--- config.mk ---
export PLATFORM = sky130hd
export DESIGN_NAME = ip_backward_sched
export DESIGN_NICKNAME = d
export VERILOG_FILES = /design/src/rtl/ip_sched_pkg.sv /design/src/rtl/ip_result_fifo.sv /design/src/rtl/ip_backward_sched.sv
export SDC_FILE = /design/constraint.sdc
export NUM_CORES = 1
export LEC_CHECK = 0
export CORE_AREA = 8 8 463 465
export CTS_CLUSTER_DIAMETER = 150
export DETAILED_ROUTE_END_ITERATION = 8
export DIE_AREA = 0 0 471 473
export SETUP_SLACK_MARGIN = 0.1
export SLEW_MARGIN = 20
export SYNTH_ARGS = -nofsm -noshare
export SYNTH_HDL_FRONTEND = slang
export SYNTH_SLANG_ARGS = --single-unit
--- constraint.sdc ---
create_clock -name clk -period 5.25 [get_ports clk]
set_input_delay 1.05 -clock clk [delete_from_list [all_inputs] [get_ports clk]]
set_output_delay 1.05 -clock clk [all_outputs]
set_load 0.1 [all_outputs]
--- src/rtl/ip_sched_pkg.sv ---
// Shared types and constants for the ip_backward layer-pass scheduler.
package ip_sched_pkg;

  typedef enum logic [1:0] {IDLE, ISSUE, DRAIN, DONE} state_t;

  typedef logic [31:0] ip_word_t;

  localparam int MULT_DELAY = 5;
  localparam int ADD_DELAY  = 7;

  // Multiplier stage, one adder per tree level plus the bias add, and an output register.
  function automatic int default_pipe_lat(input int width, input int mult_delay,
                                          input int add_delay);
    return mult_delay + add_delay * ($clog2(width) + 1) + 1;
  endfunction

endpackage

--- src/rtl/ip_result_fifo.sv ---
// Result FIFO: holds {row index, datapath result} until the consumer takes it.
module ip_result_fifo #(
  parameter int  DEPTH = 8,
  parameter int  DW    = 40,
  localparam int PW    = $clog2(DEPTH),
  localparam int CW    = PW + 1
) (
  input  logic          clk,
  input  logic          reset,
  input  logic          push,
  input  logic [DW-1:0] push_data,
  input  logic          pop,
  output logic [DW-1:0] head,
  output logic          not_empty,
  output logic [CW-1:0] count
);

  logic [DW-1:0] mem [DEPTH];
  logic [PW-1:0] wr_ptr, rd_ptr;
  logic          do_push, do_pop;

  assign not_empty = (count != '0);
  assign do_pop    = pop && not_empty;
  // A full FIFO may still take a push when the head leaves in the same cycle.
  assign do_push   = push && ((count != CW'(DEPTH)) || do_pop);
  assign head      = not_empty ? mem[rd_ptr] : '0;

  always_ff @(posedge clk) begin
    if (do_push) mem[wr_ptr] <= push_data;
  end

  always_ff @(posedge clk) begin
    if (reset) begin
      wr_ptr <= '0;
      rd_ptr <= '0;
      count  <= '0;
    end else begin
      if (do_push) wr_ptr <= wr_ptr + 1'b1;
      if (do_pop)  rd_ptr <= rd_ptr + 1'b1;
      count <= count + CW'(do_push) - CW'(do_pop);
    end
  end

  always_ff @(posedge clk) begin
    if (!reset) assert (!(push && !do_push));
  end

endmodule

--- src/rtl/ip_backward_sched.sv ---
// Sequences one fully-connected layer pass through the fixed-latency ip_backward datapath,
// with credit-based issue so every in-flight result has a guaranteed FIFO slot.
module ip_backward_sched
  import ip_sched_pkg::*;
#(
  parameter int  WIDTH      = 8,
  parameter int  PIPE_LAT   = default_pipe_lat(WIDTH, MULT_DELAY, ADD_DELAY),
  parameter int  FIFO_DEPTH = 8,
  parameter int  MAX_OUT    = 256,
  localparam int AW         = $clog2(MAX_OUT)
) (
  input  logic                      clk,
  input  logic                      reset,
  input  logic                      start,
  input  logic [AW:0]               num_out,
  input  ip_word_t [WIDTH-1:0]      in_vec,
  output logic                      busy,
  output logic                      done,
  output logic                      w_rd_en,
  output logic [AW-1:0]             w_rd_addr,
  input  ip_word_t [WIDTH-1:0]      w_rd_data,
  output logic                      b_rd_en,
  output logic [AW-1:0]             b_rd_addr,
  input  ip_word_t                  b_rd_data,
  output logic                      dp_valid,
  output ip_word_t [WIDTH-1:0]      dp_in_data,
  output ip_word_t [WIDTH-1:0]      dp_weights,
  output ip_word_t                  dp_bias,
  output logic [7:0]                dp_in_id,
  input  ip_word_t                  dp_out_data,
  output logic                      res_valid,
  input  logic                      res_ready,
  output ip_word_t                  res_data,
  output logic [AW-1:0]             res_idx
);

  localparam int STAGES = PIPE_LAT + 1;
  localparam int CW     = $clog2(FIFO_DEPTH) + 1;

  state_t               state, state_nxt;
  logic [AW:0]          n_out, rd_cnt;
  ip_word_t [WIDTH-1:0] in_lat;
  logic [CW-1:0]        inflight, fifo_count;
  logic                 accept, rd, wr, pop, credit_ok, drain_empty;

  // Stage k of the delay line holds the read issued k cycles ago.
  logic [STAGES:1]           vld_q;
  logic [STAGES:1][AW-1:0]   idx_q;
  logic [STAGES:0]           vld_pipe;
  logic [STAGES:0][AW-1:0]   idx_pipe;

  assign vld_pipe = {vld_q, rd};
  assign idx_pipe = {idx_q, rd_cnt[AW-1:0]};
  assign wr       = vld_pipe[STAGES];
  assign pop      = res_valid && res_ready;

  assign credit_ok = ({1'b0, inflight} + {1'b0, fifo_count}) < (CW + 1)'(FIFO_DEPTH);
  // Leave DRAIN in the cycle the last entry is popped so done lands one cycle later.
  assign drain_empty = (inflight == '0) &&
                       ((fifo_count == '0) || ((fifo_count == CW'(1)) && pop));

  always_comb begin
    state_nxt = state;
    accept    = 1'b0;
    rd        = 1'b0;
    case (state)
      IDLE: begin
        if (start && (num_out != '0)) begin
          accept    = 1'b1;
          state_nxt = ISSUE;
        end
      end
      ISSUE: begin
        rd = credit_ok;
        if (credit_ok && (rd_cnt == n_out - 1'b1)) state_nxt = DRAIN;
      end
      DRAIN:   if (drain_empty) state_nxt = DONE;
      DONE:    state_nxt = IDLE;
      default: state_nxt = IDLE;
    endcase
  end

  always_ff @(posedge clk) begin
    if (reset) begin
      state    <= IDLE;
      n_out    <= '0;
      rd_cnt   <= '0;
      in_lat   <= '0;
      inflight <= '0;
      vld_q    <= '0;
      idx_q    <= '0;
    end else begin
      state <= state_nxt;
      if (accept) begin
        n_out  <= num_out;
        in_lat <= in_vec;
        rd_cnt <= '0;
      end else if (rd) begin
        rd_cnt <= rd_cnt + 1'b1;
      end
      inflight <= inflight + CW'(rd) - CW'(wr);
      vld_q    <= vld_pipe[STAGES-1:0];
      idx_q    <= idx_pipe[STAGES-1:0];
    end
  end

  assign busy       = (state != IDLE);
  assign done       = (state == DONE);
  assign w_rd_en    = rd;
  assign w_rd_addr  = rd_cnt[AW-1:0];
  assign b_rd_en    = rd;
  assign b_rd_addr  = rd_cnt[AW-1:0];
  assign dp_valid   = vld_q[1];
  assign dp_in_id   = 8'(idx_q[1]);
  assign dp_in_data = in_lat;
  assign dp_weights = w_rd_data;
  assign dp_bias    = b_rd_data;

  ip_result_fifo #(
    .DEPTH (FIFO_DEPTH),
    .DW    (AW + 32)
  ) u_fifo (
    .clk       (clk),
    .reset     (reset),
    .push      (wr),
    .push_data ({idx_q[STAGES], dp_out_data}),
    .pop       (pop),
    .head      ({res_idx, res_data}),
    .not_empty (res_valid),
    .count     (fifo_count)
  );

endmodule

==> results of run 1 <==
==> cell usage after synthesis, drive strengths merged, types with 2 or more instances <==
library cell,instances,area [um^2]
dfxtp,608,12170
nand2,540,2027
buf,355,2729
edfxtp,320,9609
nor2b,317,1983
a21oi,272,1361
clkbuf,116,435.4
mux4,80,1802
nor2,76,285.3
mux2i,44,440.4
inv,24,90.09
ha,22,275.3
xnor2,16,140.1
nand2b,9,56.30
nor3,9,55.05
xor2,9,78.83
a211oi,3,35.03
a31oi,3,18.77
nand4,3,25.02
nor4,3,31.28
a21o,2,15.01
and2,2,12.51
and3,2,12.51
fa,2,40.04
nand3,2,10.01
nor4b,2,17.52
o211ai,2,15.01
o41ai,2,25.03
or3,2,12.51
==> area by class of cell <==
cell class / count / area, um^2 / area share [%]
Inverter: 24 / 90.09 / 0.2036
Tap cell: 2704 / 3383 / 7.645
Sequential cell: 928 / 21790 / 49.24
Antenna cell: 15 / 37.54 / 0.08482
Multi-Input combinational cell: 1435 / 8935 / 20.19
Timing Repair Buffer: 660 / 6486 / 14.66
Clock buffer: 147 / 2978 / 6.729
Clock inverter: 45 / 553.0 / 1.250
==> stage by stage <==
step	hold WS, ps	total power (uW)	instance area, um^2
after floorplan	413.8	15900	33910
after global placement	415.9	17120	40660
after detailed placement	420.4	17180	40660
after CTS	394.0	24770	44190
after global routing	404.3	25410	44220
final	393.3	24340	44250
==> power groups by stage <==
stage	sequential (uW)	clock, uW	combinational, uW
global route	8270	7960	9180
CTS	8210	7710	8840
global placement	8350	0	8770
finish	8200	7400	8730
floorplan	10700	0	5210
detailed placement	8360	0	8830
==> registers in the layout (all words and copies together), names as in the netlist, named ones only <==
register / flops
n_out: 9
state: 2
dp_in_id: 8
idx_pipe: 272
u_fifo.mem: 320
vld_q: 35
rd_cnt: 9
dp_in_data: 256
u_fifo.rd_ptr: 3
inflight: 4
u_fifo.wr_ptr: 3
u_fifo.count: 4
==> kinds of logic (layout without fill, tap and decap cells) <==
| kind of cell | Yosys count | in the layout | synth area share, % |
|---|---|---|---|
| XOR/XNOR | 25 | 25 | 0.6458 |
| buffers and inverters | 495 | 876 | 9.599 |
| AO/OA/AOI/OAI | 291 | 291 | 4.513 |
| adder cells (fa/ha/maj) | 24 | 24 | 0.9300 |
| AND/OR/NAND/NOR | 971 | 971 | 13.46 |
| multiplexers | 124 | 124 | 6.613 |
| flip-flops | 928 | 928 | 64.24 |
| other | 0 | 15 | 0 |
==> cell usage in the layout, fill, tap and decap left out, types with 3 or more instances in the layout <==
master,synthesis,final
nor2b_1,317,317
a31oi_1,3,3
clkbuf_16,0,107
buf_12,0,11
nand2b_1,9,9
inv_1,24,24
clkbuf_1,116,25
clkinv_1,0,8
dfxtp_1,608,605
edfxtp_1,320,320
diode_2,0,15
a21oi_1,272,272
nand2_1,540,540
clkbuf_8,0,15
nor3_2,2,4
buf_4,319,101
xnor2_1,16,16
ha_1,22,22
inv_6,0,4
nor3_1,7,5
clkinv_4,0,3
clkdlybuf4s50_1,0,546
nor2_4,0,7
bufinv_16,0,6
clkinv_2,0,14
nor2_1,76,69
clkinv_16,0,4
xor2_1,9,9
mux4_2,80,80
mux2i_1,44,44
==> metal layers <==
metal,track usage [%],vias up,routed length [um]
li1,-,9803,-
met5,7.845,-,2601
met4,3.782,52,4869
met3,11.95,276,28490
met1,13.33,10130,53990
met2,16.93,1446,57580
==> path summary, 6_finish.rpt <==
path / end / cells past startpoint
setup / recovery: res_data[4] / 4
hold / removal: idx_pipe[74]$_SDFF_PP0_ / 1
setup reg to reg: u_fifo.count[2]$_SDFF_PP0_ / 12
hold reg to reg: idx_pipe[74]$_SDFF_PP0_ / 1
==> impl_metrics.py, run 1 <==
metrics = {
    "clocking": {
        "cts_resized": 0,
        "cts_hold_buf": 0,
        "path_clk_slew_ps": 60,
        "clk_latency_ps": 750,
        "cts_htree_levels": 3,
        "cts.path.max_buffers": 3,
        "cts_tree": "done",
        "clock-sinks": 928,
        "cts_root_buf": "clkbuf_16",
        "cts_made_buffers": 106,
        "cts_setup_buffers": 0,
    },
    "yosys": {
        "ys_async_sr_fraction_pct": 0,
        "syn_inst": 2858,
        "ys.flop_type": "dfxtp_1",
        "ys_seq_area_share_pct": 64.24,
        "synth_enable_flop_cells": 320,
        "synthesis.nets": 3471,
        "syn_area_um2": 33910,
        "ys_warn_count": 0,
        "synth.distinct_cells": 49,
        "avgSynthCellArea_um2": 11.86,
        "ys_ff_latch": 928,
    },
    "die": {
        "rows": 167,
        "start_util_pct": 16.42,
        "boundaryPins": 1203,
        "fp.dieW_um": 471,
        "die_area_um2": 222800,
        "design.core.area_um2": 206400,
        "die_y_um": 473,
    },
    "global_routing": {
        "antenna_found_initial": 64,
        "grt-ovfl-total": 0,
        "grt_pass1_wl_um": 194000,
        "grt_pass1_vias": 21200,
        "grt_max_degree": 145,
        "grt_usage_pct": 12.60,
    },
    "setup_path": {
        "cp_top_family": "buffers and inverters",
        "required_ps": 4200,
        "crit_type": "register to primary output",
        "arrival_ps": 3630,
        "crit_chain": "mux4_2, mux2i_1, nor2_1, clkdlybuf4s50_1",
        "startpoint_type": "register",
        "crit_buf_inv": 1,
        "rrSetupSlack_ps": 2000,
        "endpoint_kind": "primary output",
        "slowest_stage": "clkdlybuf4s50_1",
        "r2r-start": "u_fifo.count[2]$_SDFF_PP0_",
        "slowest_delay_ps": 1200,
        "cp_max_fo": 35,
    },
    "final_layout": {
        "nets": 3768,
        "fillers": 22180,
        "layout.cells.non_filler": 5958,
        "layout-drive-gt1-share_pct": 11.58,
        "final_util_pct": 21.44,
        "syn2layout_area_growth_pct": 30.52,
    },
    "sta": {
        "setup_ws_ps": 569.0,
        "rsz0062_at_grt": "false",
        "worst_slew_pin_slew_ps": 1160,
        "slew_headroom_pct": 22.45,
        "fin_crit_ps": 4681,
        "fin_setup_tns_ps": 0,
        "slew_violations": 0,
        "fmax_mhz": 213.6,
        "final_hold_viol_count": 0,
        "clock_skew_ps": 64.99,
        "finalSetupViolCount": 0,
        "finalCritPeriodShare_pct": 89.16,
    },
    "power": {
        "p_leak_uw": 0.01510,
        "peakVddDrop_uv": 729.8,
        "powerDensity_nw_per_um2": 550.0,
        "clkPwrFrac_pct": 30.4,
        "combinationalPowerShare_pct": 35.9,
        "swShare_pct": 41.30,
        "seq_power_share_pct": 33.7,
        "netSwitchingPower_uw": 10050,
        "intPower_uw": 14290,
    },
    "place": {
        "portBuffers": 626,
        "hpwlAfterDp_um": 112500,
        "place_ws_ps": 1172,
        "gp_congestion": 0.7945,
        "placed_cells": 5750,
    },
    "drt": {
        "ant_nets": 0,
        "firstDrtPassIters": 5,
        "drt-total-wl_um": 147500,
        "drc": 0,
        "via_count": 21710,
        "vias_per_cell": 3.643,
        "wl_per_cell_um": 24.76,
        "drt_iter0_markers": 1438,
    },
    "flow_run": {
        "cap_violations": 0,
    },
    "run_status": {
        "status": "finished clean",
    },
    "hold_path": {
        "hold_path.startpoint": "idx_pipe[66]$_SDFF_PP0_",
        "hold_class": "register to register",
    },
}
Power figures use the tool's default switching activity.
==> run 2, diff against run 1 <==
- SETUP_SLACK_MARGIN: 0.1 -> 0.05
==> results of run 2 <==
Final layout, timing and power as in run 1 (identical DEF).
==> run 3, diff against run 2 <==
- CORE_AREA: 8 8 463 465 -> 2 2 471 473
- DIE_AREA: 0 0 471 473 -> 0 0 473 475
- TNS_END_PERCENT: not set -> 1
==> impl_metrics.py, run 3 (synthesized netlist as in run 1, its figures left out) <==
metrics = {
    "global_routing": {
        "grt_pass1_wl_um": 192700,
        "grt-ovfl-total": 0,
        "grt_max_degree": 143,
        "grt_usage_pct": 12.69,
        "grt_pass1_vias": 21300,
        "antenna_found_initial": 77,
    },
    "sta": {
        "clock_skew_ps": 24.09,
        "fin_crit_ps": 4769,
        "fin_setup_tns_ps": 0,
        "slew_violations": 0,
        "fmax_mhz": 209.7,
        "finalCritPeriodShare_pct": 90.83,
        "finalSetupViolCount": 0,
        "rsz0062_at_grt": "false",
        "worst_slew_pin_slew_ps": 1134,
        "final_hold_viol_count": 0,
        "slew_headroom_pct": 24.15,
        "setup_ws_ps": 481.3,
    },
    "clocking": {
        "cts.path.max_buffers": 3,
        "clock-sinks": 928,
        "cts_hold_buf": 0,
        "cts_resized": 0,
        "cts_made_buffers": 104,
        "cts_root_buf": "clkbuf_16",
        "cts_tree": "done",
        "path_clk_slew_ps": 60,
        "cts_htree_levels": 3,
        "cts_setup_buffers": 0,
        "clk_latency_ps": 720,
    },
    "place": {
        "place_ws_ps": 1099,
        "placed_cells": 5928,
        "gp_congestion": 0.8630,
        "portBuffers": 626,
        "hpwlAfterDp_um": 114800,
    },
    "hold_path": {
        "hold_path_end": "idx_pipe[47]$_SDFF_PP0_",
        "hold_path.startpoint": "idx_pipe[39]$_SDFF_PP0_",
        "hold_class": "register to register",
        "min_path_cells": 1,
    },
    "drt": {
        "drt-total-wl_um": 149000,
        "wl_per_cell_um": 24.28,
        "vias_per_cell": 3.595,
        "via_count": 22060,
        "drt_iter0_markers": 1788,
        "ant_nets": 0,
        "firstDrtPassIters": 6,
        "drc": 0,
    },
    "final_layout": {
        "final_util_pct": 20.34,
        "nets": 3776,
        "final_cell_mix": "605 x dfxtp_1, 562 x clkdlybuf4s50_1, 540 x nand2_1",
        "largest_reg_flops": 320,
        "layout.cells.non_filler": 6136,
        "top_register": "u_fifo.mem",
        "layout-drive-gt1-share_pct": 11.53,
        "syn2layout_area_growth_pct": 31.40,
        "final_common_cell": "dfxtp_1",
    },
    "setup_path": {
        "r2r_cells": 13,
        "rrSetupSlack_ps": 2240,
        "crit_buf_inv": 2,
        "slowest_stage": "clkdlybuf4s50_1",
        "endpoint_kind": "primary output",
        "r2r-start": "u_fifo.count[2]$_SDFF_PP0_",
        "slowest_delay_ps": 1210,
        "crit_type": "register to primary output",
        "required_ps": 4200,
        "startpoint_type": "register",
        "cp_top_family": "buffers and inverters",
        "r2r-end": "u_fifo.count[2]$_SDFF_PP0_",
        "crit_chain": "buf_4, mux4_2, mux2i_1, nor2_1, clkdlybuf4s50_1",
        "cp_max_fo": 30,
        "arrival_ps": 3720,
    },
    "die": {
        "design.core.area_um2": 219100,
        "die_y_um": 475,
        "fp.dieW_um": 473,
        "start_util_pct": 15.48,
        "boundaryPins": 1203,
        "rows": 172,
        "die_area_um2": 224700,
    },
    "power": {
        "peakVddDrop_uv": 351.2,
        "power.total_uw": 24440,
        "powerDensity_nw_per_um2": 548.5,
        "p_leak_uw": 0.01511,
    },
    "run_status": {
        "status": "finished clean",
    },
    "flow_run": {
        "cap_violations": 0,
    },
}
==> run 3: cell type report <==
cell class / count / area [um^2]
diodes: 13 / 32.53
clock buffers: 145 / 2938
clock inverters: 50 / 571.8
fillers: 23630 / 174500
inverters: 24 / 90.09
multi-input cells: 1435 / 8935
flip-flops and latches: 928 / 21790
well taps: 2871 / 3592
repair buffers: 670 / 6604
==> run 3: worst reg2reg max path, delay by kind of cell, from the launching register on <==
kind                     cells  cell delay (ps)
AND/OR/NAND/NOR              3              480
flip-flops                   1              320
XOR/XNOR                     1              140
adder cells (fa/ha/maj)      4             1010
buffers and inverters        5              930
==> run 3: worst max-delay path by stage <==
stage                from                      endpoint  depth (start not counted)
2_1_floorplan   res_ready    u_fifo.mem[0][0]$_DFFE_PP_                          4
3_3_place_gp     register                    res_idx[4]                          5
3_5_place_dp   num_out[4]  dp_in_data[180]$_SDFFE_PP0P_                          8
4_1_cts          register                    res_idx[4]                          5
5_1_grt          register                    res_idx[4]                          5
6_report         register                    res_idx[1]                          5
==> run 3: report_power, final <==
part	internal, uW	total (uW)	switching [uW]	leakage [uW]
Sequential	7840	8150	315	0.00783
Clock	4290	7360	3070	0.00171
Combinational	2220	8930	6700	0.00557
==> run 3: metrics by stage <==
stage	hold slack [ps]	area (um^2)
after floorplan	413.8	33910
after CTS	411.0	44530
final	419.1	44550
after global placement	415.8	41020
after global routing	427.4	44530
after detailed placement	420.4	41020
==> run 3: layer usage <==
metal	wire length [um]	up-vias	GRT usage (%)
met4	5068	84	3.796
li1	-	9834	-
met3	29520	337	11.65
met1	52990	10310	13.38
met5	1864	-	4.824
met2	59530	1497	17.51
==> RTL change (config.mk and constraints of run 2) <==
`MAX_OUT`: 256 -> 512.
--- a/src/rtl/ip_backward_sched.sv
+++ b/src/rtl/ip_backward_sched.sv
@@ -8,3 +8,3 @@
   parameter int  FIFO_DEPTH = 8,
-  parameter int  MAX_OUT    = 256,
+  parameter int  MAX_OUT    = 512,
   localparam int AW         = $clog2(MAX_OUT)
Interface: changed (resized b_rd_addr, num_out, res_idx and w_rd_addr); port bits go from 1203 to 1207. No check against the original RTL was run, so the function may have changed too.
==> RTL change against run 2 <==
  * Sequential cell count grew 45
  * Synthesized area grew 3.5%
  * Cell area grew 4.1%
  * Power grew 5.2%
  * Final cell count grew 2.0%
  * Core utilization grew 0.88 points
  * Setup slack lost 110 ps
  * Routed wire length grew 7.9%
  * Clock power grew 9.9%
  * Global-route usage grew 1.1 points
  * Critical path type unchanged
==> RTL change: results (changes against run 2) <==
Synth
By area the synthesized netlist is led by dfxtp_1 (37%), edfxtp_1 (28%), buf_4 (6.7%). The cell count after synthesis came to 2956 (+3.4%). The async set or reset register ratio after synthesis is 0% (unchanged). The count of yosys warnings during synthesis is 0 (unchanged). The count of different cell masters after synthesis was 47 (-4.1%).

The sequential share of the synthesized area is 64.87% (+0.63 points). The net count after synthesis is 3570 (+2.9%). After synthesis, the most frequently instantiated cells are dfxtp_1 (645), nand2_1 (542), nor2b_1 (352).

The number of enable flip-flop cells after synthesis came to 328 (+2.5%).

Worst setup path
The delay contributed by the slowest stage of the critical path is 1020 ps (-180 ps). The master of the slowest instance on the critical path is clkdlybuf4s50_1. The worst reg-to-reg path cell count is 13 (+1). The reg-to-reg critical path endpoint is u_fifo.count[2].

The worst setup slack for register-to-register paths was 2280 ps (+280 ps). The maximum fanout along the worst path is 34 (-2.9%). The largest delay contributor family on the critical path is buffers and inverters. The endpoint arrival time on the critical path is 3740 ps (+110 ps).

Clocking
The buffer depth of the longest clock path was 3 (unchanged). The master cell of the clock root buffer is clkbuf_16. The number of H-tree levels was 3 (unchanged).

The insertion delay of the later-clocked pin in the worst-skew pair is 740 ps. The number of setup buffers added after CTS is 0 (unchanged). The number of clock buffers inserted by TritonCTS is 112 (+5.7%). The register clock-pin slew on the reported worst setup and hold paths is 60 ps (about the same). The count of cells resized by post-cts repair came to 0 (unchanged).

Route
The post-route antenna net violation count is 0 (unchanged). The detailed-routing iteration count for the pre-antenna-repair pass is 6 (+1). The detailed-routing wirelength on met1 came to 61040 um (+13%). The via total after detailed routing is 22500 (+3.6%).

The number of DRC markers in iteration 0 was 1593 (+11%). The highest signal layer in the routed design is met5. The total length of routed wires was 159200 um (+7.9%). The met3 wire length is 29680 um (+4.2%). The met2 layer wire length in the routed design is 62240 um (+8.1%).

Place
The cell count after placement is 5848 (+1.7%). The number of I/O port buffers was 630 (+0.64%). The detailed-placement wirelength estimate is 122000 um (+8.4%).

The routability congestion estimate from global placement came to 0.8158 (+2.7%).

Min path
The beginning of the worst hold path is idx_pipe[97]. The hold path depth is 1 (unchanged). The type of the most critical hold path is reg2reg. The terminating pin of the worst hold path is idx_pipe[106].

Finish
The fraction of final layout cells sized beyond drive strength 1 came to 11.92% (+0.34 points). The register with the most flip-flops is u_fifo.mem. The post-layout net count is 3872 (+2.8%). The fill cell instance count of the final layout was 22020 (-0.71%). The final instance count without filler cells is 6077 (+2.0%).

The flip-flop count of the largest register, all copies and words added is 328 (+2.5%).

GRT
The pin count of the biggest net entering global routing is 142 (-2.1%). The aggregate global-route resource usage was 13.65% (+1.1 points). The wire length of the first global-routing pass is 208900 um (+7.7%). The initial antenna violation count came to 50 (-22%).

Outcome
The run finished with clean final reports.

Pwr
The worst-case vdd ir drop is 0.7775 mV (+6.5%). The share of total power consumed by net switching is 40.80% (-0.49 points). The total leakage power was 15.78 nW (+4.5%).

STA
The transition time at the pin with the least slew margin is 1191 ps (+31.28 ps). The largest clock skew in the final design is 38.81 ps (-26.17 ps).
-- RTL change: worst register-to-register path: stages, from the launching register on --
cell and delay, ps:
dfxtp_1 330, inv_1 100, ha_1 180, and2_1 130, buf_4 450, inv_2 160
and2_1 300, ha_1 320, inv_1 60, ha_1 170, inv_1 60, fa_1 370
xor2_1 180, nor2_1 50
-- RTL change: worst max path at each step --
stage                     slack [ps]      start          endpoint
after floorplan                  280  res_ready  u_fifo.mem[0][0]
after global placement          1160       flop        res_idx[2]
after detailed placement        1130       flop        res_idx[7]
after CTS                        270       flop        res_idx[7]
after global routing             140       flop        res_idx[7]
final                            460       flop        res_idx[7]
-- RTL change: power groups by stage --
stage / Combinational [mW] / Sequential [mW] / Clock (mW)
after global placement: 9.00 / 8.69 / 0
after global routing: 9.36 / 8.61 / 8.74
after floorplan: 5.20 / 11.1 / 0
after CTS: 9.06 / 8.56 / 8.48
final: 8.92 / 8.55 / 8.13
after detailed placement: 9.04 / 8.71 / 0
-- RTL change: metal layers --
metal,vias up,track usage [%]
met5,-,7.333
met4,58,2.582
met3,248,12.72
met2,1433,18.66
met1,10620,15.02
li1,10140,-
-- RTL change: cell families (layout without fill, tap and decap cells) --
kind of cell / after synthesis / count (layout) / synth area share [%]
compound gates: 290 / 290 / 4.325
xor+xnor: 29 / 29 / 0.7239
fa+ha+maj: 24 / 24 / 0.8986
buf+inv: 502 / 902 / 8.890
flops: 973 / 973 / 64.87
mux: 129 / 129 / 6.604
other cells: 0 / 17 / 0
simple gates: 1009 / 1009 / 13.69
-- RTL change: area by class of cell --
| class | count | area, um2 | area share [%] |
|---|---|---|---|
| diodes | 17 | 42.54 | 0.09232 |
| clock buffers | 140 | 3059 | 6.639 |
| clock inverters | 72 | 869.6 | 1.887 |
| inverters | 23 | 86.33 | 0.1874 |
| multi-input cells | 1481 | 9280 | 20.14 |
| flip-flops and latches | 973 | 22770 | 49.42 |
| well taps | 2704 | 3383 | 7.342 |
| repair buffers | 667 | 6586 | 14.29 |
-- RTL change: metrics by stage --
stage	total power, mW	worst slack, ps	hold slack [ps]	cell area (um2)
2_1_floorplan	16.25	278.0	413.8	35090
3_3_place_gp	17.70	1160	415.8	42110
3_5_place_dp	17.75	1132	420.4	42110
4_1_cts	26.10	269.3	418.6	46040
5_1_grt	26.71	138.9	423.0	46040
6_report	25.60	461.9	409.1	46080
